**config.mk**
```make
export PLATFORM = sky130hd
export DESIGN_NAME = writeback_stage
export DESIGN_NICKNAME = d
export VERILOG_FILES = /design/src/rtl/cpu_pkg.sv /design/src/rtl/writeback_stage_load_aligner.sv /design/src/rtl/writeback_stage.sv
export SDC_FILE = /design/constraint.sdc
export NUM_CORES = 1
export LEC_CHECK = 0
export CAP_MARGIN = 20
export CORE_UTILIZATION = 40
export DETAILED_ROUTE_END_ITERATION = 12
export PLACE_DENSITY_LB_ADDON = 0.15
export SLEW_MARGIN = 10
export SYNTH_ARGS = -nofsm -noshare
export SYNTH_HDL_FRONTEND = slang
export SYNTH_HIERARCHICAL = 1
export SYNTH_SLANG_ARGS = --single-unit
```
**constraint.sdc**
```tcl
create_clock -name clk -period 2.15 [get_ports clk]
set_input_delay 0.645 -clock clk [delete_from_list [all_inputs] [get_ports clk]]
set_output_delay 0.645 -clock clk [all_outputs]
set_load 0.02 [all_outputs]
```
**src/rtl/cpu_pkg.sv**
```systemverilog
// Shared CPU definitions used by the writeback stage and its load aligner:
// write-back source select, load funct3 encodings, writeback FSM states,
// and a helper that classifies illegal / misaligned loads.
package cpu_pkg;

    localparam int XLEN = 32;

    typedef enum logic [1:0] {
        WB_ALU  = 2'b00,
        WB_LINK = 2'b01,
        WB_LOAD = 2'b10,
        WB_NONE = 2'b11
    } wb_select_e;

    typedef enum logic [2:0] {
        LF_LB  = 3'b000,
        LF_LH  = 3'b001,
        LF_LW  = 3'b010,
        LF_LBU = 3'b100,
        LF_LHU = 3'b101
    } load_funct_e;

    typedef enum logic {
        IDLE      = 1'b0,
        WAIT_LOAD = 1'b1
    } wb_state_e;

    // A load is illegal when its funct3 is unassigned or its byte offset
    // breaks natural alignment for the access size.
    function automatic logic load_is_illegal(input logic [2:0] funct,
                                             input logic [1:0] offset);
        logic illegal;
        illegal = 1'b0;
        case (funct)
            LF_LB, LF_LBU: illegal = 1'b0;
            LF_LH, LF_LHU: illegal = offset[0];
            LF_LW:         illegal = (offset != 2'b00);
            default:       illegal = 1'b1;
        endcase
        return illegal;
    endfunction

endpackage

```
**src/rtl/writeback_stage_load_aligner.sv**
```systemverilog
// load_aligner: picks the addressed byte / halfword out of an aligned
// memory word and sign- or zero-extends it according to the load funct3.
// Purely combinational.
module load_aligner
    import cpu_pkg::*;
(
    input  logic [2:0]      funct,
    input  logic [1:0]      offset,
    input  logic [XLEN-1:0] rdata,
    output logic [XLEN-1:0] data
);

    logic [7:0]             byte_u;
    logic [15:0]            half_u;
    logic signed [XLEN-1:0] byte_sx;
    logic signed [XLEN-1:0] half_sx;

    // Lane selection and extension of the loaded word
    always_comb begin
        byte_u = rdata[7:0];
        case (offset)
            2'd0: byte_u = rdata[7:0];
            2'd1: byte_u = rdata[15:8];
            2'd2: byte_u = rdata[23:16];
            2'd3: byte_u = rdata[31:24];
            default: byte_u = rdata[7:0];
        endcase
        half_u  = offset[1] ? rdata[31:16] : rdata[15:0];
        byte_sx = XLEN'($signed(byte_u));
        half_sx = XLEN'($signed(half_u));

        data = rdata;
        case (funct)
            LF_LB:   data = byte_sx;
            LF_LBU:  data = {{(XLEN-8){1'b0}}, byte_u};
            LF_LH:   data = half_sx;
            LF_LHU:  data = {{(XLEN-16){1'b0}}, half_u};
            LF_LW:   data = rdata;
            default: data = rdata;
        endcase
    end

endmodule

```
**src/rtl/writeback_stage.sv**
```systemverilog
// writeback_stage: final pipeline stage. Selects ALU result, link address
// or aligned load data and drives the register-file write port. Loads wait
// in WAIT_LOAD (stalling upstream) until memory returns data.
// Optional feature macro: WRITEBACK_BYPASS_EN adds fwd_valid/fwd_rd/fwd_data
// so operand fetch can bypass a same-cycle register-file write.
module writeback_stage #(
    parameter int XLEN     = 32,
    parameter int PC_WIDTH = 30
) (
    input  logic                clk,
    input  logic                reset,
    input  logic                clk_enable,
    input  logic                wb_valid,
    input  logic [1:0]          wb_select,
    input  logic [4:0]          wb_rd,
    input  logic [2:0]          load_funct,
    input  logic [XLEN-1:0]     alu_result,
    input  logic [PC_WIDTH-1:0] pc_s2,
    input  logic                mem_rvalid,
    input  logic [XLEN-1:0]     mem_rdata,
    output logic                stall,
    output logic                reg_we,
    output logic [4:0]          reg_rd,
    output logic [XLEN-1:0]     reg_data,
`ifdef WRITEBACK_BYPASS_EN
    output logic                fwd_valid,
    output logic [4:0]          fwd_rd,
    output logic [XLEN-1:0]     fwd_data,
`endif
    output logic                load_fault
);

    import cpu_pkg::*;

    wb_state_e         state, state_nxt;
    wb_select_e        sel;

    // Load context captured at accept time
    logic [4:0]        rd_q;
    logic [2:0]        funct_q;
    logic [1:0]        offset_q;

    logic              capture;
    logic              we_nxt;
    logic              fault_nxt;
    logic [4:0]        rd_nxt;
    logic [XLEN-1:0]   data_nxt;
    logic [XLEN-1:0]   load_data;
    logic [PC_WIDTH-1:0] link_pc;
    logic              load_illegal;

    assign sel          = wb_select_e'(wb_select);
    assign link_pc      = pc_s2 + PC_WIDTH'(1);
    assign load_illegal = load_is_illegal(load_funct, alu_result[1:0]);

    load_aligner u_load_aligner (
        .funct  (funct_q),
        .offset (offset_q),
        .rdata  (mem_rdata),
        .data   (load_data)
    );

    // FSM state register; reset wins over clk_enable so a pending load is dropped
    always_ff @(posedge clk) begin
        if (reset) begin
            state <= IDLE;
        end else if (clk_enable) begin
            state <= state_nxt;
        end
    end

    // Next-state: enter WAIT_LOAD on a legal load, leave it when data arrives
    always_comb begin
        state_nxt = state;
        case (state)
            IDLE: begin
                if (wb_valid && sel == WB_LOAD && !load_illegal) begin
                    state_nxt = WAIT_LOAD;
                end
            end
            WAIT_LOAD: begin
                if (mem_rvalid) begin
                    state_nxt = IDLE;
                end
            end
            default: state_nxt = IDLE;
        endcase
    end

    // Output decode: next values for the write port, fault pulse and load capture
    always_comb begin
        we_nxt    = 1'b0;
        fault_nxt = 1'b0;
        rd_nxt    = reg_rd;
        data_nxt  = reg_data;
        capture   = 1'b0;
        case (state)
            IDLE: begin
                if (wb_valid) begin
                    case (sel)
                        WB_ALU: begin
                            rd_nxt   = wb_rd;
                            data_nxt = alu_result;
                            we_nxt   = (wb_rd != 5'd0);
                        end
                        WB_LINK: begin
                            rd_nxt   = wb_rd;
                            data_nxt = {link_pc, 2'b00};
                            we_nxt   = (wb_rd != 5'd0);
                        end
                        WB_LOAD: begin
                            if (load_illegal) begin
                                fault_nxt = 1'b1;
                            end else begin
                                capture = 1'b1;
                            end
                        end
                        default: ;
                    endcase
                end
            end
            WAIT_LOAD: begin
                if (mem_rvalid) begin
                    rd_nxt   = rd_q;
                    data_nxt = load_data;
                    we_nxt   = (rd_q != 5'd0);
                end
            end
            default: ;
        endcase
    end

    // Registered write port, fault pulse and captured load context
    always_ff @(posedge clk) begin
        if (reset) begin
            reg_we     <= 1'b0;
            reg_rd     <= 5'd0;
            reg_data   <= '0;
            load_fault <= 1'b0;
            rd_q       <= 5'd0;
            funct_q    <= 3'd0;
            offset_q   <= 2'd0;
        end else if (clk_enable) begin
            reg_we     <= we_nxt;
            reg_rd     <= rd_nxt;
            reg_data   <= data_nxt;
            load_fault <= fault_nxt;
            if (capture) begin
                rd_q     <= wb_rd;
                funct_q  <= load_funct;
                offset_q <= alu_result[1:0];
            end
        end
    end

    assign stall = (state == WAIT_LOAD);

`ifdef WRITEBACK_BYPASS_EN
    // Same-cycle forwarding of the write the register file is about to take
    assign fwd_valid = reg_we & clk_enable;
    assign fwd_rd    = reg_rd;
    assign fwd_data  = reg_data;
`endif

endmodule

```
==> results.yml, run 1 <==
status:
  outcome: "finished clean"
synth:
  ys.flop_type: "dfxtp_1"
  synth_cell_types: 61
  yosys_warnings: 6
  synthArstFlopShare_pct: 0
  synth.yosys.seq_area_share_pct: 26.76
  synth_commonest_cells: "nand2_1, dfxtp_1, nor2_1"
  synth_edf_count: 0
  syn_inst: 501
  syn_area_per_cell_um2: 7.467
  ys_top_cells_by_area: "dfxtp_1, nand2_1, nor2_1"
  netlist.area_leader.share_pct: 26.76
  syn_nets: 611
  ys_ff_latch: 50
  post-synth-top-count-cell: "nand2_1"
  syn_area_um2: 3741
  synth_top_area_cell: "dfxtp_1"
clocking:
  cts_buffer_depth: 2
  htree_levels: 2
  numCtsBuffers: 5
  cts.sink_count: 50
  path_clk_slew_ns: 0.11
  cts-root-buf: "clkbuf_8"
  clock_latency_ns: 0.32
  cts_tree: "done"
timing:
  setup_violations: 0
  fmax_mhz: 468.2
  period_share_pct: 99.34
  rsz0062_at_grt: "yes"
  finalSetupTns_ns: 0
  hold_ws_ns: 0.4715
  fin_skew_ns: 0.002150
  min_period_ns: 2.136
  hold_violations: 0
  tightest_slew_ns: 0.5904
  maxSlewViolCount: 0
  slew_headroom_pct: 60.64
  setup_slack_ns: 0.01418
routing:
  wire_per_inst_um: 18.07
  postRouteAntennaNets: 0
  dr.pass1.iters: 5
  drc: 0
  route.vias.total: 4805
  drt_iter0_markers: 189
  wirelength_um: 15270
  viasPerCell: 5.686
floorplanning:
  die-width_um: 98.71
  start_util_pct: 42.08
  io-pin-count: 149
  dieArea_um2: 9744
  num_rows: 34
  core_um2: 8891
  die_y_um: 98.71
placed_design:
  dp_slack_ns: -0.6225
  place.gp.congestion: 0.9160
  io_buffers: 148
  dp_hpwl_um: 11950
layout:
  syn2layout_area_growth_pct: 70.30
  n_antenna_cell: 0
  final_nets: 846
  layout-drive-gt1-share_pct: 22.66
hold_path:
  min_path_type: "reg2reg"
global_routing:
  grt_first_pass_wirelength_um: 23870
  grtUsageTotal_pct: 31.29
  overflow: 0
  grt_pass1_vias: 4691
  antenna_found_initial: 0
  grt_start_max_net_pins: 51
pwr:
  peakVddDrop_mv: 0.2444
  p_leak_nw: 2.613
  powerDensity_nw_per_um2: 408.1
  power_mw: 2.600
worst_setup_path:
  rrSetupSlack_ns: 0.04
  endpoint_kind: "register"
  required_ns: 2.39
  cp-start-kind: "primary input"
  crit_type: "in2reg"
  crit_fanout: 19
  arrival_ns: 2.38
run:
  maxCapViolCount: 0
## metal layers
layer / up-vias / track usage, % / part of all wire, %
met5: - / 0 / 0
met4: 0 / 9.989 / 2.5
met3: 33 / 3.617 / 5.8
met2: 209 / 54.77 / 48
met1: 2247 / 40.18 / 43
li1: 2316 / - / -
## worst max-delay path: stages
cell and delay [ns]:
clkdlybuf4s50_1 0.47, buf_4 0.17, nor2b_1 0.11, buf_4 0.23, nor2_1 0.06, a311oi_1 0.39, a211oi_2 0.10, nor3_1 0.20
## what timing repair did
action | CTS | global route
gates cloned | 0 | 0
resized for setup | 16 | 39
hold endpoints to repair | 0 | 0
setup buffers | 7 | 5
hold buffers | 0 | 0
pin swaps | 11 | 21
setup endpoints to repair | 26 | 25
## area by class of cell
| cell class | instances | area, µm² |
|---|---|---|
| fill | 713 | 2520 |
| clock buffer | 5 | 68.82 |
| timing repair buffer | 268 | 2436 |
| clock inverter | 3 | 48.80 |
| tap | 108 | 135.1 |
| multi-input combinational | 403 | 2649 |
| sequential | 50 | 1003 |
| inverter | 8 | 30.03 |
## flip-flops by register name, indices dropped and copies added, names as in the netlist
name / flops
reg_we: 1
stall: 1
reg_rd: 5
load_fault: 1
reg_data: 32
funct_q: 3
offset_q: 2
rd_q: 5
## stage by stage
stage          utilization [%]  area, µm²  cells
2_1_floorplan                -       3742    501
3_3_place_gp             67.86       6033    825
3_5_place_dp             67.86       6033    825
4_1_cts                  70.17       6238    840
5_1_grt                  71.66       6371    845
6_report                 71.66       6371    845
## final timing paths
path / startpoint / end / depth (start not counted)
setup / recovery: wb_select[1] / reg_data[7] / 8
hold / removal: reg_data[24] / reg_data[24] / 2
setup reg to reg: offset_q[1] / reg_data[8] / 6
hold reg to reg: reg_data[24] / reg_data[24] / 2
## cell usage in the layout, fill, tap and decap left out, types with 14 or more instances in the layout
cell type,n
a21o_1,19
dfxtp_1,48
a21oi_1,23
mux2i_1,16
nand3_1,17
nand2_1,71
clkdlybuf4s50_1,131
a211oi_1,14
buf_4,112
nor2_1,47
## where the power goes
group / internal (mW) / switching (mW) / leakage, nW
Clock: 0.356 / 0.377 / 0.0563
Combinational: 0.473 / 0.401 / 2.15
Sequential: 0.966 / 0.0271 / 0.408
Total: 1.80 / 0.805 / 2.61
## cells by family after synthesis
group	count (synthesis)	synth area share, %
fa+ha+maj	1	0.3344
mux	17	4.883
simple gates	208	27.96
xor+xnor	22	5.151
compound gates	155	29.50
buf+inv	48	5.418
flops	50	26.76
(Power assumes the default switching activity.)
==> run 2, diff against run 1 <==
TNS_END_PERCENT = 10   (was unset)
==> results.yml, run 2 (synthesized netlist as in run 1, its figures left out) <==
status:
  outcome: "finished clean"
placed_design:
  dp_hpwl_um: 12000
  io_buffers: 148
  place.gp.congestion: 0.8602
  placed_cell_area_um2: 5976
pwr:
  p_leak_nw: 2.561
  peakVddDrop_mv: 0.2981
  powerDensity_nw_per_um2: 397.3
layout:
  regMostFlops: "reg_data"
  final_nets: 835
  syn2layout_area_growth_pct: 67.42
  fin_area_um2: 6264
  n_antenna_cell: 0
  layout-drive-gt1-share_pct: 21.07
  top_regs: "reg_data x32, rd_q x5, reg_rd x5"
  final_util_pct: 70.45
  largest_register_ffs: 32
  final_common_cell: "clkdlybuf4s50_1"
  final_cell_mix: "clkdlybuf4s50_1, buf_4, nand2_1"
timing:
  hold_ws_ns: 0.4830
  tightest_slew_ns: 0.7243
  period_share_pct: 99.21
  maxSlewViolCount: 0
  slew_headroom_pct: 51.66
  finalSetupTns_ns: 0
  min_period_ns: 2.133
  rsz0062_at_grt: "yes"
  hold_violations: 0
  fin_skew_ns: 0.005935
  fmax_mhz: 468.8
  setup_violations: 0
floorplanning:
  dieArea_um2: 9744
  die-width_um: 98.71
  die_y_um: 98.71
  num_rows: 34
  core_um2: 8891
  start_util_pct: 42.08
  io-pin-count: 149
global_routing:
  grt_pass1_vias: 4774
  grt_start_max_net_pins: 44
  overflow: 0
  grt_first_pass_wirelength_um: 23820
  grtUsageTotal_pct: 31.02
  antenna_found_initial: 0
routing:
  dr.pass1.iters: 7
  postRouteAntennaNets: 0
  wirelength_um: 15260
  viasPerCell: 5.813
  route.vias.total: 4848
  drt_iter0_markers: 319
  drc: 0
  wire_per_inst_um: 18.29
worst_setup_path:
  arrival_ns: 2.37
  endpoint_kind: "register"
  cp-start-kind: "primary input"
  crit_type: "in2reg"
  required_ns: 2.39
  crit_fanout: 6
clocking:
  cts-root-buf: "clkbuf_8"
  cts.sink_count: 50
  path_clk_slew_ns: 0.11
  ctsHoldBuffers: 0
  cts_tree: "done"
  clock_latency_ns: 0.31
  cts_buffer_depth: 2
  htree_levels: 2
  numCtsBuffers: 5
hold_path:
  min_path_type: "reg2reg"
run:
  maxCapViolCount: 0
## run 2: cell types whose count changed in the layout (fill, tap and decap cells not counted), sizes merged
cell	delta
buf	-10
clkinv	+1
dlygate4sd2	+3
clkbuf	-3
clkdlybuf4s50	-1
bufinv	-1
clkinvlp	-1
inv	+1
dlymetal6s2s	-2
clkdlybuf4s15	+2
## run 2: layer usage
layer / track usage (%) / up-vias / wire length (µm)
li1: - / 2294 / -
met1: 39.48 / 2290 / 6467
met2: 54.23 / 226 / 7294
met3: 3.475 / 38 / 997
met4: 11.14 / 0 / 497
met5: 0 / - / 0
## run 2: per-stage QoR
step | setup slack [ns] | total power, mW | instances
global placement | -0.5343 | 1.842 | 819
detailed placement | -0.6171 | 1.853 | 819
finish | 0.01693 | 2.489 | 834
global route | -0.05992 | 2.583 | 834
CTS | -0.01275 | 2.466 | 828
floorplan | -0.007453 | 1.335 | 501
## run 2: layout make-up
cell class | count | area [µm²]
timing repair buffer | 257 | 2350
sequential | 50 | 1008
inverter | 8 | 30.03
clock buffer | 5 | 68.82
clock inverter | 3 | 28.78
multi-input combinational | 403 | 2643
fill | 757 | 2628
tap | 108 | 135.1
## run 2: report_power, final
group	total [mW]	switching, mW	internal [mW]
registers	0.993	0.0289	0.964
logic	0.870	0.400	0.471
clock network	0.625	0.380	0.245
## run 2: timing repair
item | in CTS | in global routing
gates cloned | 0 | 1
pin swaps | 7 | 12
setup endpoints to repair | 26 | 29
setup buffers | 1 | 5
gates resized for setup | 21 | 34
## run 2: critical path, cell delays in order
cell and delay (ns):
clkdlybuf4s50_1 0.55, nor2b_4 0.22, buf_4 0.17, nor2_1 0.05
a211oi_1 0.35, buf_4 0.18, a211oi_1 0.04, nor3_1 0.17
## run 2: path summary, 6_finish.rpt
check,from,end,slack (ns),cells after the start
hold / removal,reg_data[12],reg_data[12],0.48,2
setup reg to reg,offset_q[1],reg_data[18],0.07,9
hold reg to reg,reg_data[12],reg_data[12],0.48,2
setup / recovery,wb_select[0],reg_data[4],0.02,8
==> run 3, diff against run 2 <==
RECOVER_POWER = 25   (was unset)
==> results.yml, run 3 (synthesized netlist as in run 1, its figures left out) <==
worst_setup_path:
  arrival_ns: 2.38
  required_ns: 2.39
  crit_fanout: 6
  cp-startpoint: "wb_select[0]"
  crit_type: "in2reg"
  endpoint_kind: "register"
  r2r_start: "offset_q[1]"
  cp-start-kind: "primary input"
layout:
  largest_register_ffs: 32
  final_nets: 835
  syn2layout_area_growth_pct: 67.36
  final_common_cell: "clkdlybuf4s50_1"
  regMostFlops: "reg_data"
  nFillCells: 758
  n_antenna_cell: 0
  final_util_pct: 70.42
  layout-drive-gt1-share_pct: 21.07
  fin_cells: 834
  top_regs: "reg_data x32, rd_q x5, reg_rd x5"
  final_cell_mix: "clkdlybuf4s50_1, buf_4, nand2_1"
timing:
  min_period_ns: 2.139
  fmax_mhz: 467.6
  finalSetupTns_ns: 0
  rsz0062_at_grt: "yes"
  hold_violations: 0
  setup_violations: 0
  slew_headroom_pct: 52.28
  fin_skew_ns: 0.005050
  period_share_pct: 99.47
  maxSlewViolCount: 0
  tightest_slew_ns: 0.7150
  setup_slack_ns: 0.01133
placed_design:
  place.gp.congestion: 0.8602
  io_buffers: 148
  dp_slack_ns: -0.6171
  place_inst: 819
  dp_hpwl_um: 12000
floorplanning:
  die_y_um: 98.71
  dieArea_um2: 9744
  num_rows: 34
  start_util_pct: 42.08
  io-pin-count: 149
  core_um2: 8891
  die-width_um: 98.71
routing:
  drc: 0
  route.vias.total: 4828
  dr.pass1.iters: 5
  viasPerCell: 5.789
  drt_iter0_markers: 327
  wirelength_um: 15280
  wire_per_inst_um: 18.32
  postRouteAntennaNets: 0
pwr:
  p_leak_nw: 2.612
  powerDensity_nw_per_um2: 396.9
  peakVddDrop_mv: 0.3030
  power_mw: 2.485
status:
  outcome: "finished clean"
global_routing:
  grtUsageTotal_pct: 31.02
  grt_first_pass_wirelength_um: 23820
  overflow: 0
  grt_pass1_vias: 4774
  antenna_found_initial: 0
  grt_start_max_net_pins: 44
clocking:
  cts_tree: "done"
  cts-root-buf: "clkbuf_8"
  cts_buffer_depth: 2
  path_clk_slew_ns: 0.11
  clock_latency_ns: 0.32
  htree_levels: 2
  numCtsBuffers: 5
  cts.sink_count: 50
hold_path:
  hold_start: "reg_data[23]"
  min_path_type: "reg2reg"
run:
  maxCapViolCount: 0
[run 3: worst paths after layout]
check	to	slack [ns]	cells after the start
min reg2reg	reg_data[23]	0.48	1
max reg2reg	reg_data[18]	0.06	9
max	reg_data[4]	0.01	8
min	reg_data[23]	0.48	1
[run 3: layout make-up]
| cell class | instances | area [µm²] | share of cell area (%) |
|---|---|---|---|
| flip-flops and latches | 50 | 1008 | 16.11 |
| well taps | 108 | 135.1 | 2.158 |
| clock buffers | 5 | 68.82 | 1.099 |
| repair buffers | 257 | 2347 | 37.49 |
| inverters | 8 | 30.03 | 0.4796 |
| clock inverters | 3 | 28.78 | 0.4596 |
| multi-input cells | 403 | 2643 | 42.21 |
[run 3: metrics by stage]
step                      area [µm²]  hold slack, ns
after floorplan                 3742          0.4583
after global placement          5976          0.4492
after detailed placement        5976          0.4631
after CTS                       6126          0.4826
after global routing            6261          0.5054
final                           6261          0.4761
[run 3: critical path, cell delays in order]
cell,delay [ns]
clkdlybuf4s50_1,0.55
nor2b_4,0.22
buf_4,0.18
nor2_1,0.05
a211oi_1,0.35
buf_4,0.18
a211oi_1,0.04
nor3_1,0.17
[run 3: routing by layer]
metal  GRT usage (%)  vias to the layer above  part of all wire (%)  wire length (µm)
li1                -                     2296                     -                 -
met1           39.48                     2275                    43              6547
met2           54.23                      222                    48              7357
met3           3.475                       35                   6.0               921
met4           11.14                        0                   3.0               455
met5               0                        -                     0                 0
[run 3: report_power, final]
part / internal [mW] / switching [mW] / leakage (nW)
Sequential: 0.964 / 0.0283 / 0.409
Combinational: 0.464 / 0.400 / 2.15
Clock: 0.245 / 0.383 / 0.0506
[run 3: what timing repair did]
action                     in CTS  in global routing
gates cloned                    0                  1
gates resized for setup        21                 34
setup endpoints to repair      26                 29
hold buffers                    0                  0
setup buffers                   1                  5
pin swaps                       7                 12
